### src/rtl/ehl_ddr_phy_gate_train.sv
// Multi-lane DDR PHY read-gate training: sweeps gate delay, keeps each lane's first passing window.
// Optional macro EHL_DDR_GATE_TRAIN_CENTER_EN selects window centre instead of window start.
module ehl_ddr_phy_gate_train #(
  parameter int unsigned NUM_LANES = 2,
  parameter int unsigned DELAY_W   = 4,
  parameter int unsigned SAMPLES   = 4,
  parameter int unsigned WAIT_CYC  = 8
) (
  input  logic                           ref_clk,
  input  logic                           reset_n,
  input  logic                           start,
  output logic                           busy,
  output logic                           done,
  output logic [NUM_LANES-1:0]           error,
  output logic                           rd_req,
  input  logic                           rd_ack,
  output logic                           dfi_rdlvl_gate_en,
  input  logic [NUM_LANES-1:0]           dfi_rdlvl_resp,
  output logic [NUM_LANES*DELAY_W-1:0]   dfi_rdlvl_gate_delay
);

  localparam int unsigned LEN_W  = DELAY_W + 1;
  localparam int unsigned WAIT_W = 8;
  localparam int unsigned SAMP_W = (SAMPLES > 1) ? $clog2(SAMPLES) + 1 : 1;

  localparam logic [2:0] S_IDLE   = 3'd0;
  localparam logic [2:0] S_SET    = 3'd1;
  localparam logic [2:0] S_REQ    = 3'd2;
  localparam logic [2:0] S_WAIT   = 3'd3;
  localparam logic [2:0] S_SAMPLE = 3'd4;
  localparam logic [2:0] S_NEXT   = 3'd5;
  localparam logic [2:0] S_CALC   = 3'd6;
  localparam logic [2:0] S_DONE   = 3'd7;

  logic [2:0]                            r_state;
  logic [2:0]                            w_state_nxt;
  logic [DELAY_W-1:0]                    r_d;
  logic [DELAY_W-1:0]                    w_d_inc;
  logic                                  w_d_last;
  logic [WAIT_W-1:0]                     r_wcnt;
  logic                                  w_wait_last;
  logic [SAMP_W-1:0]                     r_samp;
  logic                                  w_samp_last;
  logic [NUM_LANES-1:0]                  r_acc;
  logic [NUM_LANES-1:0]                  r_found;
  logic [NUM_LANES-1:0]                  r_open;
  logic [NUM_LANES-1:0][DELAY_W-1:0]     r_wstart;
  logic [NUM_LANES-1:0][LEN_W-1:0]       r_wlen;
  logic [NUM_LANES-1:0][DELAY_W-1:0]     w_final;
  logic [NUM_LANES-1:0][DELAY_W-1:0]     r_delay;
  logic [NUM_LANES-1:0]                  r_error;
  logic                                  r_busy;
  logic                                  r_done;
  logic                                  r_rd_req;
  logic                                  r_gate_en;

  assign w_d_inc     = r_d + DELAY_W'(1);
  assign w_d_last    = &r_d;
  assign w_wait_last = (r_wcnt == WAIT_W'(WAIT_CYC - 1));
  assign w_samp_last = (r_samp == SAMP_W'(SAMPLES - 1));

  // State register
  always_ff @(posedge ref_clk) begin
    if (!reset_n) begin
      r_state <= S_IDLE;
    end else begin
      r_state <= w_state_nxt;
    end
  end

  // Next-state logic
  always_comb begin
    w_state_nxt = r_state;
    case (r_state)
      S_IDLE:   if (start) w_state_nxt = S_SET;
      S_SET:    w_state_nxt = S_REQ;
      S_REQ:    if (rd_ack) w_state_nxt = S_WAIT;
      S_WAIT:   if (w_wait_last) w_state_nxt = S_SAMPLE;
      S_SAMPLE: w_state_nxt = w_samp_last ? S_NEXT : S_REQ;
      S_NEXT:   w_state_nxt = w_d_last ? S_CALC : S_SET;
      S_CALC:   w_state_nxt = S_DONE;
      S_DONE:   w_state_nxt = S_IDLE;
      default:  w_state_nxt = S_IDLE;
    endcase
  end

  // Control outputs registered from the next state so they align with the state they describe
  always_ff @(posedge ref_clk) begin
    if (!reset_n) begin
      r_busy    <= 1'b0;
      r_done    <= 1'b0;
      r_rd_req  <= 1'b0;
      r_gate_en <= 1'b0;
    end else begin
      r_busy    <= (w_state_nxt != S_IDLE) && (w_state_nxt != S_DONE);
      r_done    <= (w_state_nxt == S_DONE);
      r_rd_req  <= (w_state_nxt == S_REQ);
      r_gate_en <= (w_state_nxt != S_IDLE) && (w_state_nxt != S_DONE);
    end
  end

  // Final per-lane delay from the first passing window
  always_comb begin
    w_final = '0;
    for (int unsigned i = 0; i < NUM_LANES; i++) begin
      if (r_found[i]) begin
`ifdef EHL_DDR_GATE_TRAIN_CENTER_EN
        w_final[i] = r_wstart[i] + DELAY_W'((r_wlen[i] - LEN_W'(1)) >> 1);
`else
        w_final[i] = r_wstart[i];
`endif
      end
    end
  end

  always_ff @(posedge ref_clk) begin
    if (!reset_n) begin
      r_d      <= '0;
      r_wcnt   <= '0;
      r_samp   <= '0;
      r_acc    <= '1;
      r_found  <= '0;
      r_open   <= '0;
      r_wstart <= '0;
      r_wlen   <= '0;
      r_delay  <= '0;
      r_error  <= '0;
    end else begin
      case (r_state)
        S_IDLE: begin
          if (start) begin
            r_d      <= '0;
            r_samp   <= '0;
            r_acc    <= '1;
            r_found  <= '0;
            r_open   <= '0;
            r_wstart <= '0;
            r_wlen   <= '0;
            r_delay  <= '0;
            r_error  <= '0;
          end
        end
        S_REQ: begin
          r_wcnt <= '0;
        end
        S_WAIT: begin
          r_wcnt <= r_wcnt + WAIT_W'(1);
        end
        S_SAMPLE: begin
          r_acc  <= r_acc & dfi_rdlvl_resp;
          r_samp <= w_samp_last ? '0 : r_samp + SAMP_W'(1);
        end
        S_NEXT: begin
          // Only the first window is tracked; once closed, later passes are ignored
          for (int unsigned i = 0; i < NUM_LANES; i++) begin
            if (r_acc[i]) begin
              if (!r_found[i]) begin
                r_found[i]  <= 1'b1;
                r_open[i]   <= 1'b1;
                r_wstart[i] <= r_d;
                r_wlen[i]   <= LEN_W'(1);
              end else if (r_open[i]) begin
                r_wlen[i] <= r_wlen[i] + LEN_W'(1);
              end
            end else begin
              r_open[i] <= 1'b0;
            end
          end
          r_acc <= '1;
          if (!w_d_last) begin
            r_d     <= w_d_inc;
            r_delay <= {NUM_LANES{w_d_inc}};
          end
        end
        S_CALC: begin
          r_delay <= w_final;
          r_error <= ~r_found;
        end
        default: begin
        end
      endcase
    end
  end

  assign busy                 = r_busy;
  assign done                 = r_done;
  assign error                = r_error;
  assign rd_req               = r_rd_req;
  assign dfi_rdlvl_gate_en    = r_gate_en;
  assign dfi_rdlvl_gate_delay = r_delay;

endmodule

### config.mk
export PLATFORM = sky130hd
export DESIGN_NAME = ehl_ddr_phy_gate_train
export DESIGN_NICKNAME = d
export VERILOG_FILES = /design/src/rtl/ehl_ddr_phy_gate_train.sv
export SDC_FILE = /design/constraint.sdc
export NUM_CORES = 1
export LEC_CHECK = 0
export BUFFER_PORTS_ARGS = -buffer_cell sky130_fd_sc_hd__buf_2
export CAP_MARGIN = 40
export CORE_UTILIZATION = 35
export DETAILED_ROUTE_END_ITERATION = 12
export PLACE_DENSITY_LB_ADDON = 0.05
export SLEW_MARGIN = 5
export SYNTH_ARGS = -nofsm -noshare
export SYNTH_HDL_FRONTEND = slang
export SYNTH_SLANG_ARGS = --single-unit
### constraint.sdc
create_clock -name ref_clk -period 1.8 [get_ports ref_clk]
set_input_delay 0.18 -clock ref_clk [delete_from_list [all_inputs] [get_ports ref_clk]]
set_output_delay 0.18 -clock ref_clk [all_outputs]
set_load 0.005 [all_outputs]
==> metrics.yaml <==
setup_path:
  path_cells: "or4_4 -> o21bai_2 -> o211ai_1 -> o311a_1"
  slowest_delay_ns: 0.55
  path_max_fanout: 4
  start_kind: "flip-flop"
  required_ns: 1.98
  critical_path_arrival_ns: 1.84
  cp-end-kind: "flip-flop"
  crit_type: "flip-flop to flip-flop"
  critPathSlowestCell: "or4_4"
pwr:
  netSwitchingFraction_pct: 33.1
  p_int_mw: 1.81
  finalPower_mw: 2.70
  combinationalPowerShare_pct: 32.3
  seqPwrFrac_pct: 42.7
  powerDensity_nw_per_um2: 1130
  p_sw_mw: 0.894
  vdd.ir_drop.worst_uv: 548
  p_leak_nw: 0.899
  power_frac_clock_pct: 25.0
die:
  num_io_pins: 20
  dieHeight_um: 77.7
  die-area_um2: 6040
  placementRows: 27
  initial_core_util_pct: 36.4
  core-area_um2: 5510
  chipWidth_um: 77.7
detailed_routing:
  routedWlPerCell_um: 14.6
  routed_wl_um: 4930
  first_pass_iters: 4
  drc: 0
  ant_nets: 0
  drt-initial-drc-count: 117
  via_per_inst: 5.22
  vias: 1763
clock_tree:
  cts_tree: "done"
  clockBufferDepth: 2
  cts-hold-fix-buffers: 0
  htree_levels: 2
  worstSkewPairLatency_ns: 0.29
  cts_made_buffers: 5
  clockRootBuffer: "clkbuf_8"
  cts.reportedPaths.clkPinSlew_ns: 0.08
  postCtsSetupRepairBufs: 0
  cts.sinks: 43
  ctsResizeCount: 0
final_layout:
  layout-drive-gt1-share_pct: 22.9
  nNetsFinal: 274
  final_cell_mix: "dfxtp_1 (40), a21oi_1 (29), nand2_1 (22), nor2_1 (22)"
  multiInputGateArea_um2: 1080
  fin_util_pct: 43.4
  synthToLayoutAreaGrowth_pct: 19.0
  final_common_cell: "dfxtp_1"
  antenna_cells: 0
  fin_area_um2: 2390
  seq_area_um2: 865
  nFillCells: 557
synthesis:
  async_flop_share_pct: 0
  synth_nets: 242
  ys.flop_type: "dfxtp_1"
  seq_area_frac_synth_pct: 42.9
  ys_types: 47
  synthCells: 233
  synth_seq_cells: 43
  synth_area_per_cell_um2: 8.61
  synth_edf_count: 0
  yosys_warnings: 0
  syn-cell-area_um2: 2010
global_routing:
  antenna_found_initial: 0
  track_usage_pct: 18.2
  grt_pass1_vias: 1683
  grt_pass1_wl_um: 8520
  grt_max_degree: 23
  grt_overflow: 0
run_status:
  outcome: "finished clean"
min_path:
  hold_class: "input port to flip-flop"
sta:
  slew_headroom_pct: 67.9
  tns_ns: 0
  rsz0062_at_grt: "false"
  max_freq_mhz: 604
  hold_viol: 0
  post-route-period-util_pct: 92.1
  period_needed_ns: 1.66
  slew_viol_final: 0
  worst_slew_pin_slew_ns: 0.478
  finClkSkew_ns: 0.00362
  finalSetupViolCount: 0
placed_design:
  gp_congestion: 0.780
  io_buffer_count: 19
  place_area_um2: 2270
  hpwl_um: 3600
job:
  maxCapViolCount: 0
==> kinds of logic (layout without fill, tap and decap cells) <==
kind of cell / count (synthesis) / after routing / share of synthesized area [%]
AND/OR/NAND/NOR: 98 / 98 / 27.6
buffers and inverters: 17 / 50 / 3.74
multiplexers: 3 / 3 / 1.62
AO/OA/AOI/OAI: 67 / 67 / 21.4
adder cells (fa/ha/maj): 3 / 3 / 1.87
XOR/XNOR: 2 / 2 / 0.873
flip-flops: 43 / 43 / 42.9
==> power by group through the flow <==
stage,logic [mW],registers (mW),clock network (mW)
final,0.872,1.15,0.676
after detailed placement,0.854,1.17,0
after floorplan,0.588,1.14,0
after global placement,0.870,1.17,0
after CTS,0.855,1.15,0.698
after global routing,0.979,1.17,0.740
==> per-layer routing <==
layer	global-route usage (%)	part of all wire, %
met1	28.6	56
met2	24.5	37
met3	3.65	5.5
met4	5.09	0.85
met5	0	0
==> path summary, 6_finish.rpt <==
| kind | start | end | slack (ns) | depth (start not counted) |
|---|---|---|---|---|
| max | r_wcnt[6] | dfi_rdlvl_gate_en | 0.14 | 4 |
| min | dfi_rdlvl_resp[1] | r_acc[1] | 0.12 | 3 |
| max reg2reg | r_wcnt[6] | dfi_rdlvl_gate_en | 0.14 | 4 |
| min reg2reg | r_wcnt[1] | r_wcnt[1] | 0.48 | 2 |
==> area by class of cell <==
cell class	count	share of cell area [%]
multi-input cells	173	45.3
repair buffers	38	9.95
well taps	72	3.77
flip-flops and latches	43	36.2
inverters	4	0.629
clock buffers	8	4.19
==> flip-flops by register name (all words and copies together), names as in the netlist <==
name	flops
r_found	2
dfi_rdlvl_gate_en	1
r_state	3
rd_req	1
error	2
done	1
r_wstart	8
r_samp	3
r_wcnt	8
dfi_rdlvl_gate_delay	8
r_d	4
r_acc	2
==> critical path: cells and delay by family (launching register included) <==
kind	cells	cell delay, ns
simple gates	1	0.55
flops	1	0.34
compound gates	3	0.67
==> synthesized netlist by cell type (3+ instances only) <==
cell type | number | area share (%)
nand3b_1 | 12 | 4.5
o21ai_0 | 10 | 2.5
a311oi_1 | 3 | 1.3
inv_1 | 3 | 0.56
a31oi_1 | 4 | 1.2
nand2b_1 | 3 | 0.94
clkbuf_1 | 6 | 1.1
nor2b_1 | 3 | 0.94
nor4_1 | 3 | 0.94
nor3_1 | 4 | 1.0
and3b_1 | 3 | 1.3
ha_1 | 3 | 1.9
a21oi_1 | 29 | 7.2
o211ai_1 | 4 | 1.5
nor2_1 | 23 | 4.3
a211oi_1 | 4 | 1.5
buf_2 | 6 | 1.5
dfxtp_1 | 43 | 43
nand3_1 | 12 | 3.0
nand2_1 | 22 | 4.1
==> stage by stage <==
stage               cells  hold WS (ns)  setup WS [ns]
floorplan             233         0.302          0.227
global placement      330         0.411          0.163
global route          338         0.123         0.0332
finish                338         0.117          0.143
detailed placement    330         0.413          0.144
CTS                   338         0.105          0.119
(Power assumes the default switching activity.)
